### config.mk
export PLATFORM = sky130hd
export DESIGN_NAME = as5401_mem_ctrl
export DESIGN_NICKNAME = d
export VERILOG_FILES = /design/src/rtl/as5401_mem_ctrl.sv
export SDC_FILE = /design/constraint.sdc
export NUM_CORES = 1
export LEC_CHECK = 0
export CORE_ASPECT_RATIO = 1.2
export CORE_MARGIN = 2
export CORE_UTILIZATION = 60
export DETAILED_ROUTE_END_ITERATION = 16
export GPL_ROUTABILITY_DRIVEN = 0
export PLACE_DENSITY = 0.88
export SYNTH_ARGS = -nofsm -noshare
export SYNTH_HDL_FRONTEND = slang
export SYNTH_SLANG_ARGS = --single-unit
### constraint.sdc
create_clock -name clk -period 4.6 [get_ports clk]
set_input_delay 0.92 -clock clk [delete_from_list [all_inputs] [get_ports clk]]
set_output_delay 0.92 -clock clk [all_outputs]
set_load 0.01 [all_outputs]
### src/rtl/as5401_mem_ctrl.sv
// Program-fetch, data-RAM and program-counter controller for the AS5401 4-bit core,
// with a checker that flags illegal clock_state phase sequences.
module as5401_mem_ctrl #(
    parameter int unsigned PAW = 6,
    parameter int unsigned DAW = 4
) (
    input  logic           clk,
    input  logic           rst,
    input  logic [3:0]     cs,
    input  logic [7:0]     db,
    input  logic           mar,
    input  logic           write,
    input  logic           jmp,
    input  logic [3:0]     core_dout,
    output logic [3:0]     core_din,
    output logic [3:0]     instr,
    output logic [7:0]     pc,
    output logic           cs_err,
    input  logic           pl_we,
    input  logic [PAW-1:0] pl_addr,
    input  logic [3:0]     pl_data
);

    localparam int unsigned PDEPTH = 2 ** PAW;
    localparam int unsigned DDEPTH = 2 ** DAW;
    localparam logic [3:0]  PH_WRITE = 4'b0100;
    localparam logic [3:0]  PH_END   = 4'b1000;

    typedef enum logic [1:0] {
        IDLE  = 2'd0,
        PRIME = 2'd1,
        RUN   = 2'd2
    } state_t;

    state_t         state;
    logic [3:0]     prog [PDEPTH];
    logic [3:0]     ram  [DDEPTH];
    logic [DAW-1:0] addr;
    logic [3:0]     prev_cs;
    logic [7:0]     next_pc;
    logic           cs_bad;

    always_comb begin
        next_pc = jmp ? db : pc + 8'd1;
    end

    // Illegal if multi-hot, or if it neither holds nor advances one phase from the last value.
    always_comb begin
        cs_bad = 1'b0;
        if (!$onehot0(cs)) begin
            cs_bad = 1'b1;
        end
        if ((prev_cs != 4'd0) && (cs != prev_cs) && (cs != {prev_cs[2:0], prev_cs[3]})) begin
            cs_bad = 1'b1;
        end
    end

    // Program store is loadable at any time and survives reset.
    always_ff @(posedge clk) begin
        if (pl_we) begin
            prog[pl_addr] <= pl_data;
        end
    end

    // Data RAM survives reset, but a write pending at reset is dropped.
    always_ff @(posedge clk) begin
        if (!rst && (cs == PH_WRITE) && write) begin
            ram[addr] <= core_dout;
        end
    end

    always_ff @(posedge clk) begin
        if (rst) begin
            state    <= IDLE;
            pc       <= 8'd0;
            instr    <= 4'd0;
            core_din <= 4'd0;
            addr     <= '0;
            prev_cs  <= 4'd0;
            cs_err   <= 1'b0;
        end else begin
            prev_cs  <= cs;
            core_din <= ram[addr];
            if (cs_bad) begin
                cs_err <= 1'b1;
            end
            if ((cs == PH_END) && mar) begin
                addr <= db[DAW-1:0];
            end
            case (state)
                IDLE: begin
                    state <= PRIME;
                end
                PRIME: begin
                    instr <= prog[0];
                    state <= RUN;
                end
                RUN: begin
                    if (cs == PH_END) begin
                        pc    <= next_pc;
                        instr <= prog[next_pc[PAW-1:0]];
                    end
                end
                default: begin
                    state <= IDLE;
                end
            endcase
        end
    end

endmodule

## Word level (Yosys, flattened, before mapping)

Memory sizes are Yosys's and may differ from the RTL's. A register that Yosys moved wholly into a read port is not among the register bits.
Cells that the tools add are included.

- Register bits after elaboration: 23
- Bits in writable memories: 320
- Bits of input ports: 32
- Output and inout port bits: 17
- Logic and storage cells: 41
- Memories kept: 2

- Add/subtract/negate cells: 4
- $lt $le $gt $ge: 1
- Eq/ne operators: 7
- Multiplexer cells: 10
- Reduce and logical (&&, ||, !) cells: 11

Memories:

| memory | words | bits a word | read ports | clocked after memory_dff | write ports | line | text |
|---|---|---|---|---|---|---|---|
| prog | 64 | 4 | 2 | 0 | 1 | 36 | `logic [3:0] prog [PDEPTH];` |
| ram | 16 | 4 | 1 | 1 | 1 | 37 | `logic [3:0] ram [DDEPTH];` |

Operator list:

| kind | number |
|---|---|
| adder 8 x 1 -> 8 bit, second input constant | 1 |
| 2-to-1 mux 8 bit | 1 |
| != test 4 bit | 2 |
| one-hot mux 4 bit (2 select lines) | 1 |
| 2-to-1 mux 1 bit | 6 |
| one-hot mux 2 bit (3 select lines) | 1 |
| logical AND 1 bit | 5 |
| adder 1 x 1 -> 2 bit | 2 |
| equality test 4 x 3 -> 1 bit, second input constant | 1 |
| equality test 4 bit, second input constant | 1 |
| 2-to-1 mux 4 bit | 1 |
| AND reduction 2 bit | 2 |
| nonzero test 4 bit | 1 |
| adder 2 x 2 -> 3 bit | 1 |
| less-or-equal comparator 3 x 1 -> 1 bit, second input constant | 1 |
| equality test 2 x 1 -> 1 bit, second input constant | 1 |
| equality test 2 bit, second input constant | 1 |
| logical NOT 2 bit | 1 |
| != test 2 bit, second input constant | 1 |
| nonzero test 2 bit | 1 |
| logical NOT 1 bit | 1 |

## Depth between registers and ports, before layout

Gate-level depths: netlist (run 1).

- Word-level depth: 5
- Gate-level depth with buffers: 10

## Worst setup path after synthesis (run 1)

OpenSTA, ideal clock, no wires.

- Path type: input -> register
- Start point: input jmp
- End point: register instr[0]
- Arrival: 2.515 ns
- Required time: 4.472 ns
- Slack: 1.957 ns
- Cell stages on the path: 9
- Buffers on the path: 2
- Cells stage by stage: buf_6 -> or2_4 -> nand2_4 -> buf_6 -> mux4_2 -> mux2i_1 -> o31ai_1 -> a31oi_1 -> o211ai_2

- Word-level cells in the longest chain between the ends: 4

RTL lines:

| element | line | text |
|---|---|---|
| from (decl) | 13 | `input logic jmp,` |
| 2-to-1 mux 8 bit | 44 | `next_pc = jmp ? db : pc + 8'd1;` |
| memory (64 x 4 bit) | -- |  |
| 2-to-1 mux 4 bit | 99 | `if (cs == PH_END) begin` |
| one-hot mux 4 bit (2 select lines) | 90 | `case (state)` |
| to (signal assigned) | 95 | `instr <= prog[0];` |
| to (signal assigned) | 101 | `instr <= prog[next_pc[PAW-1:0]];` |
| to (decl) | 16 | `output logic [3:0] instr,` |

Every way passes these cells. The select of a mux whose other input is x is not followed.
A chain may end at the register's enable or synchronous reset.

## Worst setup path in the final report (run 1)

- Start point: input jmp
- End point: register instr[3]

Same word-level chain as after synthesis.

==> flow_summary.json, run 1 <==
{
  "grt_antenna_before_repair": 1,
  "cts-buffers-inserted": 34,
  "num_rows": 62,
  "fillCellCount": 1466,
  "clk_pin_slew_ps": 60,
  "pin_count": 49,
  "grt_overflow": 0,
  "cts_resized": 0,
  "whs_path_depth": 1,
  "synthCells": 908,
  "fin_hold_ws_ps": 451,
  "slew_violations": 0,
  "r2r_cells": 9,
  "synth.avg_cell_area_um2": 15.9,
  "r2r-end": "instr[3]",
  "dp_slack_ps": 578,
  "fin_ws_ps": 991,
  "worst_hold_path.endpoint": "state[0]",
  "clk_latency_ps": 520,
  "tns_ps": 0,
  "cap_violations": 0,
  "clock_sinks": 347,
  "cts_tree": "done",
  "yosysWarnings": 0,
  "yosys.cell_count.top_type": "edfxtp_1",
  "finalHoldViolCount": 0,
  "final_area_um2": 16200,
  "p_per_area_nw_per_um2": 402,
  "final_core_util_pct": 68.1,
  "crit_path_end_kind": "flip-flop",
  "tightest_slew_ps": 1290,
  "drive_above_1_share_pct": 13.6,
  "yosysSeqAreaShare_pct": 70.3,
  "areaGrowthSynthToFinish_pct": 12.3,
  "globalRouteTotalUtil_pct": 25.4,
  "fp.coreArea_um2": 23800,
  "cts-root-buf": "clkbuf_16",
  "final_antenna_net_count": 0,
  "netlist-cell-type-count": 60,
  "fin_crit_ps": 3610,
  "fin_worst_skew_ps": 25.4,
  "syn_nets": 943,
  "grt_pass1_vias": 8587,
  "rsz0062_at_grt": "no",
  "synth_seq_cells": 347,
  "p_leak_nw": 5.42,
  "arrival_ps": 4010,
  "peakVddDrop_mv": 0.366,
  "reg2reg_from": "pc[0]",
  "placed_area_um2": 15100,
  "worstSetupStartpointType": "input pin",
  "muxShareOfSynthArea_pct": 12.4,
  "die-area_um2": 25300,
  "drtPass1Iterations": 7,
  "via_per_inst": 6.52,
  "drcViolationCount": 0,
  "max_freq_ghz": 0.277,
  "grt_pass1_wl_um": 49000,
  "ctsHtreeMaxLevel": 2,
  "post_drt_wl_per_cell_um": 24.7,
  "initial_core_util_pct": 60.6,
  "synth_xor_area_share_pct": 0.728,
  "synth_edf_count": 320,
  "vias": 8501,
  "die_w_um": 146,
  "grt_max_degree": 67,
  "synth_top_family_by_area": "multiplexers",
  "synthArstFlopShare_pct": 0,
  "synth-simple-area-share_pct": 8.13,
  "drtIter0Drc": 1004,
  "cts_setup_buffers": 0,
  "yosys.area_share.adder_pct": 0.312,
  "hold_buffers": 0,
  "synth_top_area_share_pct": 66.5,
  "crit_type": "input pin to flip-flop",
  "slew_headroom_pct": 14.2,
  "clk_path_buf_depth": 3,
  "synth_commonest_cells": "edfxtp_1 (320), nor2_1 (92), mux2i_1 (79)",
  "crit_fanout": 66,
  "status": "finished clean",
  "drt_wl_total_um": 32200,
  "netlist_top_cells_area": "edfxtp_1 (67%), mux2i_1 (5.5%), mux4_2 (5.5%)",
  "hp-start": "state[0]",
  "port_buffers": 48,
  "period_share_pct": 78.5,
  "synth_top_area_cell": "edfxtp_1",
  "nNetsFinal": 992,
  "setup_viol": 0,
  "synth_area_um2": 14400,
  "worstPathRequired_ps": 5000,
  "antenna_cells": 0,
  "hold_class": "flip-flop to flip-flop",
  "synthFlopType": "edfxtp_1",
  "hpwl_um": 20400,
  "dieHeight_um": 174,
  "r2r_slack_ps": 1430,
  "synth-compound-area-share_pct": 6.17
}
per-stage QoR:
stage | std cells | power [mW]
2_1_floorplan | 908 | 3.77
3_5_place_dp | 1241 | 3.93
4_1_cts | 1303 | 6.54
6_report | 1303 | 6.52
5_1_grt | 1303 | 6.68
3_3_place_gp | 1241 | 3.92
metal layers:
metal  GRT usage (%)  vias up  routed length, um
met1            31.7     4230              11600
met2            43.5      495              16500
li1                -     3663                  -
met3            4.88      113               2670
met5               0        -                  0
met4            11.7        0               1380
state kept, by name (all words and copies together), names as in the netlist:
register	cells
prog	256
ram	64
pc	8
addr	4
core_din	4
instr	4
prev_cs	4
state	2
cs_err	1
area by class of cell:
class                      instances  area [um^2]  share of cell area (%)
sequential                       347        10100                    62.6
multi-input combinational        509         4020                    24.8
clock buffer                      44          930                    5.73
timing repair buffer              59          556                    3.43
tap                              320          400                    2.47
clock inverter                    18          139                   0.856
inverter                           6         22.5                   0.139
cell usage in the layout (no fill, tap or decap), drive strengths merged, types with 12 or more instances in the layout:
master and instances:
a211oi 14, a21oi 21, and3 13, buf 15, clkbuf 44, clkdlybuf4s50 44, dfxtp 27, edfxtp 320
mux2 16, mux2i 79, mux4 36, nand2 52, nand3 28, nor2 95, nor2b 17, nor3 12
where the power goes:
| group | total [mW] | internal, mW | switching [mW] |
|---|---|---|---|
| Combinational | 0.387 | 0.148 | 0.238 |
| Clock | 2.65 | 1.50 | 1.15 |
| Sequential | 3.49 | 3.47 | 0.0186 |
kinds of logic after synthesis:
family	count (synthesis)
flops	347
simple gates	247
mux	131
compound gates	116
buf+inv	52
xor+xnor	12
fa+ha+maj	3
worst max path at each step:
stage / from / end
global route: jmp / instr[3]
floorplan: jmp / instr[0]
detailed placement: jmp / instr[1]
CTS: jmp / instr[3]
finish: jmp / instr[3]
global placement: jmp / instr[1]
critical path, cell delays in order:
cell and delay (ps):
clkdlybuf4s50_1 810, mux2i_4 340, buf_12 380, buf_4 370, nor2b_1 90, a2111oi_0 520
a31oi_1 110, a31oi_1 270, o211ai_2 110
Note: power is estimated with default switching activity, not from simulation.
==> run 2, diff against run 1 <==
CORE_UTILIZATION = 55   (was 60)
PLACE_DENSITY = 0.86   (was 0.88)
clock period = 2.9 ns   (was 4.6 ns; I/O delays follow)
==> run 2 against run 1 <==
Net effect:
- clock power rose by 55%
- combinational power rose by 83%
- flip-flop and latch count did not move
- setup slack got worse by 860 ps
- core utilization fell by 3.3 points
- routed wire length rose by 3.8%
- clock skew fell by 16 ps
- final area rose by 4.1%
- hold slack got worse by 2.3 ps
- global-route usage fell by 1.2 points
- critical path type is now flip-flop to flip-flop
- highest routed layer unchanged
==> flow_summary.json, run 2 (same netlist as run 1, synthesis figures left out) <==
{
  "dieHeight_um": 182,
  "cts-buffers-inserted": 31,
  "num_rows": 65,
  "cap_violations": 0,
  "hpwl_um": 22300,
  "period_share_pct": 95.6,
  "die_w_um": 152,
  "via_per_inst": 6.26,
  "cts-root-buf": "clkbuf_16",
  "top_regs": "prog: 256 flops, ram: 64 flops, pc: 8 flops",
  "antenna_cells": 0,
  "fin_worst_skew_ps": 8.96,
  "top_register": "prog",
  "slew_violations": 0,
  "tightest_slew_ps": 946,
  "slew_headroom_pct": 36.9,
  "grt_pass1_wl_um": 51600,
  "cts_setup_buffers": 0,
  "drt_wl_total_um": 33400,
  "grt_pass1_vias": 8934,
  "grt_overflow": 0,
  "setup_viol": 0,
  "clk_path_buf_depth": 3,
  "initial_core_util_pct": 55.5,
  "crit_buf_inv": 1,
  "cts_tree": "done",
  "clock_sinks": 347,
  "vias": 8652,
  "ctsHtreeMaxLevel": 1,
  "grt_max_degree": 65,
  "nNetsFinal": 1058,
  "status": "finished clean",
  "max_freq_ghz": 0.361,
  "drcViolationCount": 0,
  "critPathTopFamily": "compound AO/OA/AOI/OAI gates",
  "p_per_area_nw_per_um2": 613,
  "crit_path_max_incr_delay_ps": 450,
  "worstPathRequired_ps": 3390,
  "pin_count": 49,
  "fp.coreArea_um2": 26000,
  "crit_type": "flip-flop to flip-flop",
  "final_antenna_net_count": 0,
  "fin_crit_ps": 2770,
  "cp_slowest_cell": "dfxtp_1",
  "worstSetupStartpointType": "flip-flop",
  "tns_ps": 0,
  "areaGrowthSynthToFinish_pct": 16.8,
  "crit_fanout": 7,
  "finalHoldViolCount": 0,
  "arrival_ps": 3260,
  "cp_cell_sequence": "ha_1, xnor2_1, a32o_1, buf_4, a22o_1, a221o_1, o21ai_0, nor4_2, o211ai_2",
  "drtIter0Drc": 888,
  "drtPass1Iterations": 5,
  "peakVddDrop_mv": 0.538,
  "globalRouteTotalUtil_pct": 24.2,
  "clk_pin_slew_ps": 70,
  "hold_class": "flip-flop to flip-flop",
  "drive_above_1_share_pct": 19.5,
  "finalNonFillerCells": 1382,
  "dp.cells": 1325,
  "crit_path_end_kind": "flip-flop",
  "port_buffers": 48,
  "hold_buffers": 0,
  "rsz0062_at_grt": "no",
  "die-area_um2": 27600,
  "largest_register_ff_count": 256,
  "layout_commonest_cell": "edfxtp_1",
  "clk_latency_ps": 560,
  "layout_common_cells": "edfxtp_1 (320), nor2_1 (92), mux2i_1 (78)",
  "grt_antenna_before_repair": 0,
  "p_leak_nw": 5.78,
  "post_drt_wl_per_cell_um": 24.1,
  "final_core_util_pct": 64.8
}
==> run 2: changes by cell type in the layout (fill, tap and decap cells not counted), sizes merged <==
cell / before / now
buf: 15 / 84
bufinv: 1 / 4
clkbuf: 44 / 38
clkinv: 11 / 8
clkinvlp: 3 / 6
inv: 9 / 7
==> run 2: path summary, 6_finish.rpt <==
kind / from / to / slack [ps] / cells after the start
setup reg to reg: pc[1] / instr[2] / 130 / 9
hold reg to reg: state[1] / state[0] / 450 / 1
setup / recovery: pc[1] / instr[2] / 130 / 9
hold / removal: state[1] / state[0] / 450 / 1
==> run 2: stage by stage <==
step	hold WS, ps	power [mW]	cell area, um^2	setup slack (ps)
finish	448	10.3	16900	129
global route	459	10.6	16900	40.2
CTS	449	10.4	16900	213
detailed placement	431	6.33	15800	-326
global placement	422	6.31	15800	-279
floorplan	413	5.99	14400	502
==> run 2: final cells by class <==
type	instances	area (um^2)
Tap cell	335	419
Clock buffer	38	812
Fill cell	1683	9150
Sequential cell	347	10100
Multi-Input combinational cell	509	4030
Clock inverter	19	215
Timing Repair Buffer	128	1220
Inverter	6	22.5
==> run 2: timing repair <==
action                                  in CTS  in global routing
hold endpoints to repair                     0                  0
resized for setup                            0                  2
endpoints found under the setup margin       0                  2
==> run 2: metal layers <==
layer  up-vias  wire length [um]  global-route usage, %
li1       3809                 -                      -
met1      4356             12200                   29.7
met2       384             17400                   42.8
met3       103              2000                   2.94
met4         0              1690                   11.9
met5         -                 0                      0
==> run 2: report_power, final <==
group          leakage, nW  internal, mW  switching (mW)
combinational         2.20         0.308           0.401
clock                0.485          2.35            1.76
sequential            3.10          5.50          0.0266
